===== config.mk =====
export PLATFORM = sky130hd
export DESIGN_NAME = pe_array_flat
export DESIGN_NICKNAME = d
export VERILOG_FILES = /design/src/rtl/pe_array_if.sv /design/src/rtl/pe_array.sv /design/src/flat_wrapper.sv
export SDC_FILE = /design/constraint.sdc
export NUM_CORES = 2
export LEC_CHECK = 0
export CAP_MARGIN = 20
export CORE_MARGIN = 1
export CORE_UTILIZATION = 35
export CTS_BUF_LIST = sky130_fd_sc_hd__clkbuf_4 sky130_fd_sc_hd__clkbuf_8
export CTS_CLUSTER_SIZE = 24
export DETAILED_ROUTE_END_ITERATION = 10
export HOLD_SLACK_MARGIN = 0.15
export SYNTH_ARGS = -nofsm -noshare
export SYNTH_HDL_FRONTEND = slang
export SYNTH_SLANG_ARGS = --single-unit
export TNS_END_PERCENT = 30

===== constraint.sdc =====
create_clock -name clk -period 13 [get_ports clk]
set_input_delay 2.6 -clock clk [delete_from_list [all_inputs] [get_ports clk]]
set_output_delay 2.6 -clock clk [all_outputs]
set_load 0.02 [all_outputs]

===== src/rtl/pe_array_if.sv =====
// Operand/result bundle for the systolic PE array: fire strobe, edge operands,
// and the parallel accumulator outputs.
interface pe_array_if #(
  parameter int unsigned rows   = 4,
  parameter int unsigned cols   = 4,
  parameter int unsigned DATA_W = 8,
  parameter int unsigned ACC_W  = 12
);
  logic              fire;
  logic [DATA_W-1:0] in_w [0:cols-1];
  logic [DATA_W-1:0] in_a [0:rows-1];
  logic [ACC_W-1:0]  outs [0:rows*cols-1];

  modport master (output fire, in_w, in_a, input outs);
  modport slave  (input fire, in_w, in_a, output outs);
endinterface


===== src/rtl/pe_array.sv =====
// Output-stationary rows x cols MAC array: activations flow right, weights flow
// down, every PE keeps a wrapping unsigned accumulator exposed in parallel.
module pe_array_pe #(
  parameter int unsigned DATA_W = 8,
  parameter int unsigned ACC_W  = 12
) (
  input  logic              clk,
  input  logic              rstn,
  input  logic              i_fire,
  input  logic [DATA_W-1:0] i_a,
  input  logic [DATA_W-1:0] i_w,
  output logic [DATA_W-1:0] o_a,
  output logic [DATA_W-1:0] o_w,
  output logic [ACC_W-1:0]  o_acc
);
  localparam int unsigned PROD_W = 2 * DATA_W;
  localparam int unsigned SUM_W  = (ACC_W > PROD_W) ? ACC_W : PROD_W;

  logic [DATA_W-1:0] r_a;
  logic [DATA_W-1:0] r_w;
  logic [ACC_W-1:0]  r_acc;
  logic [PROD_W-1:0] w_prod;
  logic [SUM_W-1:0]  w_sum;

  assign w_prod = PROD_W'(i_a) * PROD_W'(i_w);
  assign w_sum  = SUM_W'(r_acc) + SUM_W'(w_prod);

  // rstn is active-high here: 1 clears the PE immediately
  always_ff @(posedge clk or posedge rstn) begin
    if (rstn) begin
      r_a   <= '0;
      r_w   <= '0;
      r_acc <= '0;
    end else if (i_fire) begin
      r_a   <= i_a;
      r_w   <= i_w;
      r_acc <= ACC_W'(w_sum);
    end
  end

  assign o_a   = r_a;
  assign o_w   = r_w;
  assign o_acc = r_acc;
endmodule

module pe_array #(
  parameter int unsigned rows   = 4,
  parameter int unsigned cols   = 4,
  parameter int unsigned DATA_W = 8,
  parameter int unsigned ACC_W  = 12
) (
  input logic          clk,
  input logic          rstn,
  pe_array_if.slave    bus
);
  logic [DATA_W-1:0] w_a_q [rows][cols];
  logic [DATA_W-1:0] w_w_q [rows][cols];
  logic [ACC_W-1:0]  w_acc [rows][cols];

  // Operands leaving the right/bottom edges have no consumer
  logic [rows-1:0] w_unused_a;
  logic [cols-1:0] w_unused_w;

  for (genvar r = 0; r < rows; r++) begin : g_row
    assign w_unused_a[r] = ^w_a_q[r][cols-1];
    for (genvar c = 0; c < cols; c++) begin : g_col
      logic [DATA_W-1:0] w_a_in;
      logic [DATA_W-1:0] w_w_in;

      if (c == 0) begin : g_a_edge
        assign w_a_in = bus.in_a[r];
      end else begin : g_a_chain
        assign w_a_in = w_a_q[r][c-1];
      end

      if (r == 0) begin : g_w_edge
        assign w_w_in = bus.in_w[c];
      end else begin : g_w_chain
        assign w_w_in = w_w_q[r-1][c];
      end

      pe_array_pe #(.DATA_W(DATA_W), .ACC_W(ACC_W)) u_pe (
        .clk    (clk),
        .rstn   (rstn),
        .i_fire (bus.fire),
        .i_a    (w_a_in),
        .i_w    (w_w_in),
        .o_a    (w_a_q[r][c]),
        .o_w    (w_w_q[r][c]),
        .o_acc  (w_acc[r][c])
      );

      assign bus.outs[r*cols+c] = w_acc[r][c];
    end
  end

  for (genvar c = 0; c < cols; c++) begin : g_wsink
    assign w_unused_w[c] = ^w_w_q[rows-1][c];
  end
endmodule


===== src/flat_wrapper.sv =====
// flat-port wrapper written by rule: the top's interface ports become plain ports
module pe_array_flat 
#(
  parameter int unsigned rows   = 4,
  parameter int unsigned cols   = 4,
  parameter int unsigned DATA_W = 8,
  parameter int unsigned ACC_W  = 12
)
  (clk, rstn, bus_fire, bus_in_w, bus_in_a, bus_outs);
  pe_array_if #(.rows(rows), .cols(cols), .DATA_W(DATA_W), .ACC_W(ACC_W)) bus_i ();
  input logic clk;
  input logic rstn;
  input wire logic [$bits(bus_i.fire)-1:0] bus_fire;
  input wire logic [$bits(bus_i.in_w)-1:0] bus_in_w;
  input wire logic [$bits(bus_i.in_a)-1:0] bus_in_a;
  output wire logic [$bits(bus_i.outs)-1:0] bus_outs;
  assign bus_i.fire = bus_fire;
  assign bus_i.in_w = {>>{bus_in_w}};
  assign bus_i.in_a = {>>{bus_in_a}};
  assign bus_outs = {>>{bus_i.outs}};
  pe_array #(.rows(rows), .cols(cols), .DATA_W(DATA_W), .ACC_W(ACC_W)) u_core (.clk(clk), .rstn(rstn), .bus(bus_i));
endmodule

==> flow_summary_export.csv <==
group,metric,value,unit
worst_setup_path,worst_ep_required_time,13.59,ns
detailed_routing,routedWlPerCell,16.5,um
sta,post-route-period-util,0.501,
worst_hold_path,hold_end,"u_core.g_row[2].g_col[2].u_pe.o_acc[11]$_DFFE_PP0P_",
clock_tree,cts_buffer_depth,3,
worst_hold_path,hold_class,"reg -> reg",
floorplan,fp.dieH,361,um
global_routing,grt_pass1_vias,33673,
synth,async_flop_share,1.00,
sta,setup_viol,0,
sta,final_hold_viol_count,0,
floorplan,fp.dieW,361,um
worst_setup_path,crit_arrival,7.10,ns
global_routing,antenna_found_initial,2,
worst_setup_path,cp-start-kind,"input pin",
worst_setup_path,r2r_cells,15,
job,cap_violations,0,
clock_tree,htreeDepth,3,
clock_tree,path_clk_slew,0.06,ns
sta,tightest_slew,0.938,ns
detailed_routing,routed_wl,109000,um
synth,synth_edf_count,0,
sta,hold_slack,0.469,ns
final_layout,fill_cells,12561,
clock_tree,hold_buffers,0,
detailed_routing,drc,0,
synth,syn_avg_cell_area,9.68,um^2
place,port_buffers,258,
worst_setup_path,r2r-end,"u_core.g_row[1].g_col[3].u_pe.o_acc[11]$_DFFE_PP0P_",
synth,synthDistinctLibCells,50,
clock_tree,postCtsSetupRepairBufs,0,
final_layout,design_area,51200,um^2
global_routing,grt.overflow.total,0,
clock_tree,postCtsResizedCells,0,
detailed_routing,via_count,30960,
synth,ys_ff_latch,384,
clock_tree,cts_root_buffer,"clkbuf_8",
final_layout,syn_to_final_growth,13.4,%
sta,finClkSkew,0.0304,ns
clock_tree,cts.sinks,384,
global_routing,grt_max_degree,164,
detailed_routing,dr.pass1.iters,5,
sta,period_needed,6.51,ns
synth,synthFlopType,"dfrtp_1",
final_layout,fin_nets,5970,
sta,rsz0062_at_grt,"false",
detailed_routing,vias_per_cell,4.70,
synth,syn_inst,4658,
status,outcome,"finished clean",
place,placed_area,49300,um^2
sta,max_freq,0.154,GHz
worst_setup_path,crit_path_end_kind,"flip-flop",
final_layout,drive_above_1_share,0.0835,
detailed_routing,antenna_left,0,
sta,slew-limit-headroom,0.374,
place,place_hpwl,84800,um
sta,setup-tns-final,0,ns
clock_tree,numCtsBuffers,83,
global_routing,grtUsageTotal,0.176,
floorplan,initial_core_util,0.353,
synth,ys_seq_area_frac,0.213,
worst_setup_path,rrSetupSlack,8.45,ns
synth,synth.net_count,5765,
floorplan,dieArea,130000,um^2
final_layout,multiInputGateArea,30900,um^2
worst_setup_path,cp_max_fo,9,
clock_tree,cts_tree,"built",
floorplan,core,128000,um^2
worst_setup_path,r2r-start,"u_core.g_row[0].g_col[3].u_pe.o_w[0]$_DFFE_PP0P_",
detailed_routing,drt_iter0_markers,1155,
final_layout,regArea,9610,um^2
place,gp_congestion,0.814,
sta,finalMaxSlewViolations,0,
floorplan,row_count,131,
synth,syn-cell-area,45100,um^2
floorplan,io_pins,259,
worst_hold_path,hold_depth,1,
worst_hold_path,hp-start,"u_core.g_row[2].g_col[2].u_pe.o_acc[11]$_DFFE_PP0P_",
clock_tree,clk_latency,0.75,ns
global_routing,grt_pass1_wl,183000,um
worst_setup_path,crit_type,"in -> reg",
synth,yosysWarnings,0,
-- registers in the layout, indices dropped and copies added (netlist names) --
| signal | count |
|---|---|
| u_core.g_row.g_col.u_pe.o_w | 96 |
| u_core.g_row.g_col.u_pe.o_acc | 192 |
| u_core.g_row.g_col.u_pe.o_a | 96 |
-- cells in the final DEF (no fill, tap or decap), types with 13 or more instances in the layout --
cell type	n
a211o_1	16
a21o_1	29
a21oi_1	77
and2_1	478
clkbuf_4	19
clkbuf_8	101
clkdlybuf4s50_1	257
clkinv_2	16
dfrtp_1	384
fa_1	656
ha_1	384
inv_1	1065
mux2_2	249
nand2_1	576
nor2_1	59
nor3_1	13
o21a_1	14
o21ai_0	116
o21bai_1	14
xnor2_1	184
xor2_1	54
-- kinds of logic after synthesis --
family                     Yosys count  synth area share
and+or+nand+nor                   1190             0.129
xor gates and xnor gates           242            0.0482
buffers and inverters             1214             0.102
adders and majority gates         1040             0.398
AOI/OAI and AO/OA                  332            0.0461
muxes                              256            0.0637
DFF                                384             0.213
-- metrics by stage --
step	setup WS, ns	util	instances
floorplan	5.24	-	4658
global placement	5.82	0.386	6440
detailed placement	5.78	0.386	6440
CTS	6.66	0.401	6587
global route	6.28	0.401	6588
finish	6.49	0.401	6588
-- critical path: stages --
cell and delay (ns):
clkdlybuf4s50_1 0.72, nand2_1 0.13, fa_1 0.53, inv_1 0.06, ha_1 0.29, ha_1 0.28, inv_1 0.04, fa_1 0.47
inv_1 0.04, ha_1 0.20, fa_1 0.46, a21o_1 0.20, a21oi_1 0.28, o21ai_0 0.20, o41ai_1 0.33, xnor2_1 0.16
a21oi_1 0.08
-- cell usage after synthesis (13+ instances only) --
cell type / number / area share
a211o_1: 16 / 0.0031
a21o_1: 29 / 0.0048
a21oi_1: 77 / 0.0085
and2_1: 478 / 0.066
buf_2: 15 / 0.0017
clkbuf_1: 127 / 0.011
dfrtp_1: 384 / 0.21
fa_1: 656 / 0.29
ha_1: 384 / 0.11
inv_1: 1066 / 0.089
mux2_2: 249 / 0.062
nand2_1: 576 / 0.048
nor2_1: 59 / 0.0049
nor3_1: 13 / 0.0014
o21a_1: 14 / 0.0023
o21ai_0: 116 / 0.013
o21bai_1: 14 / 0.0023
xnor2_1: 184 / 0.036
xor2_1: 54 / 0.010
-- layer usage --
metal / global-route usage / share of wire / up-vias
li1: - / - / 14522
met1: 0.234 / 0.46 / 15827
met2: 0.294 / 0.48 / 475
met3: 0.0289 / 0.041 / 134
met4: 0.0501 / 0.023 / 2
met5: 0 / 0.00012 / -
-- worst max-delay path by stage --
| stage | startpoint | slack [ns] | to | cells after the start |
|---|---|---|---|---|
| global route | bus_in_w[24] | 6.28 | u_core.g_row[0].g_col[0].u_pe.o_acc[11]$_DFFE_PP0P_ | 17 |
| CTS | bus_in_w[24] | 6.66 | u_core.g_row[0].g_col[0].u_pe.o_acc[11]$_DFFE_PP0P_ | 17 |
| global placement | bus_in_w[24] | 5.82 | u_core.g_row[0].g_col[0].u_pe.o_acc[11]$_DFFE_PP0P_ | 17 |
| detailed placement | bus_in_w[24] | 5.78 | u_core.g_row[0].g_col[0].u_pe.o_acc[11]$_DFFE_PP0P_ | 17 |
| finish | bus_in_w[24] | 6.49 | u_core.g_row[0].g_col[0].u_pe.o_acc[11]$_DFFE_PP0P_ | 17 |
| floorplan | rstn | 5.24 | u_core.g_row[0].g_col[0].u_pe.o_a[0]$_DFFE_PP0P_ | 1 |
-- final cells by class --
type                            count  share of cell area
Sequential cell                   384               0.188
Antenna cell                        1           0.0000489
Multi-Input combinational cell   3060               0.604
Tap cell                         1662              0.0406
Timing Repair Buffer              267              0.0526
Clock inverter                     27             0.00672
Inverter                         1067              0.0783
Clock buffer                      120              0.0300
Power is left out: the tool's default activity adds up to more than one toggle a clock period on the data nets, which glitch-free logic cannot reach.
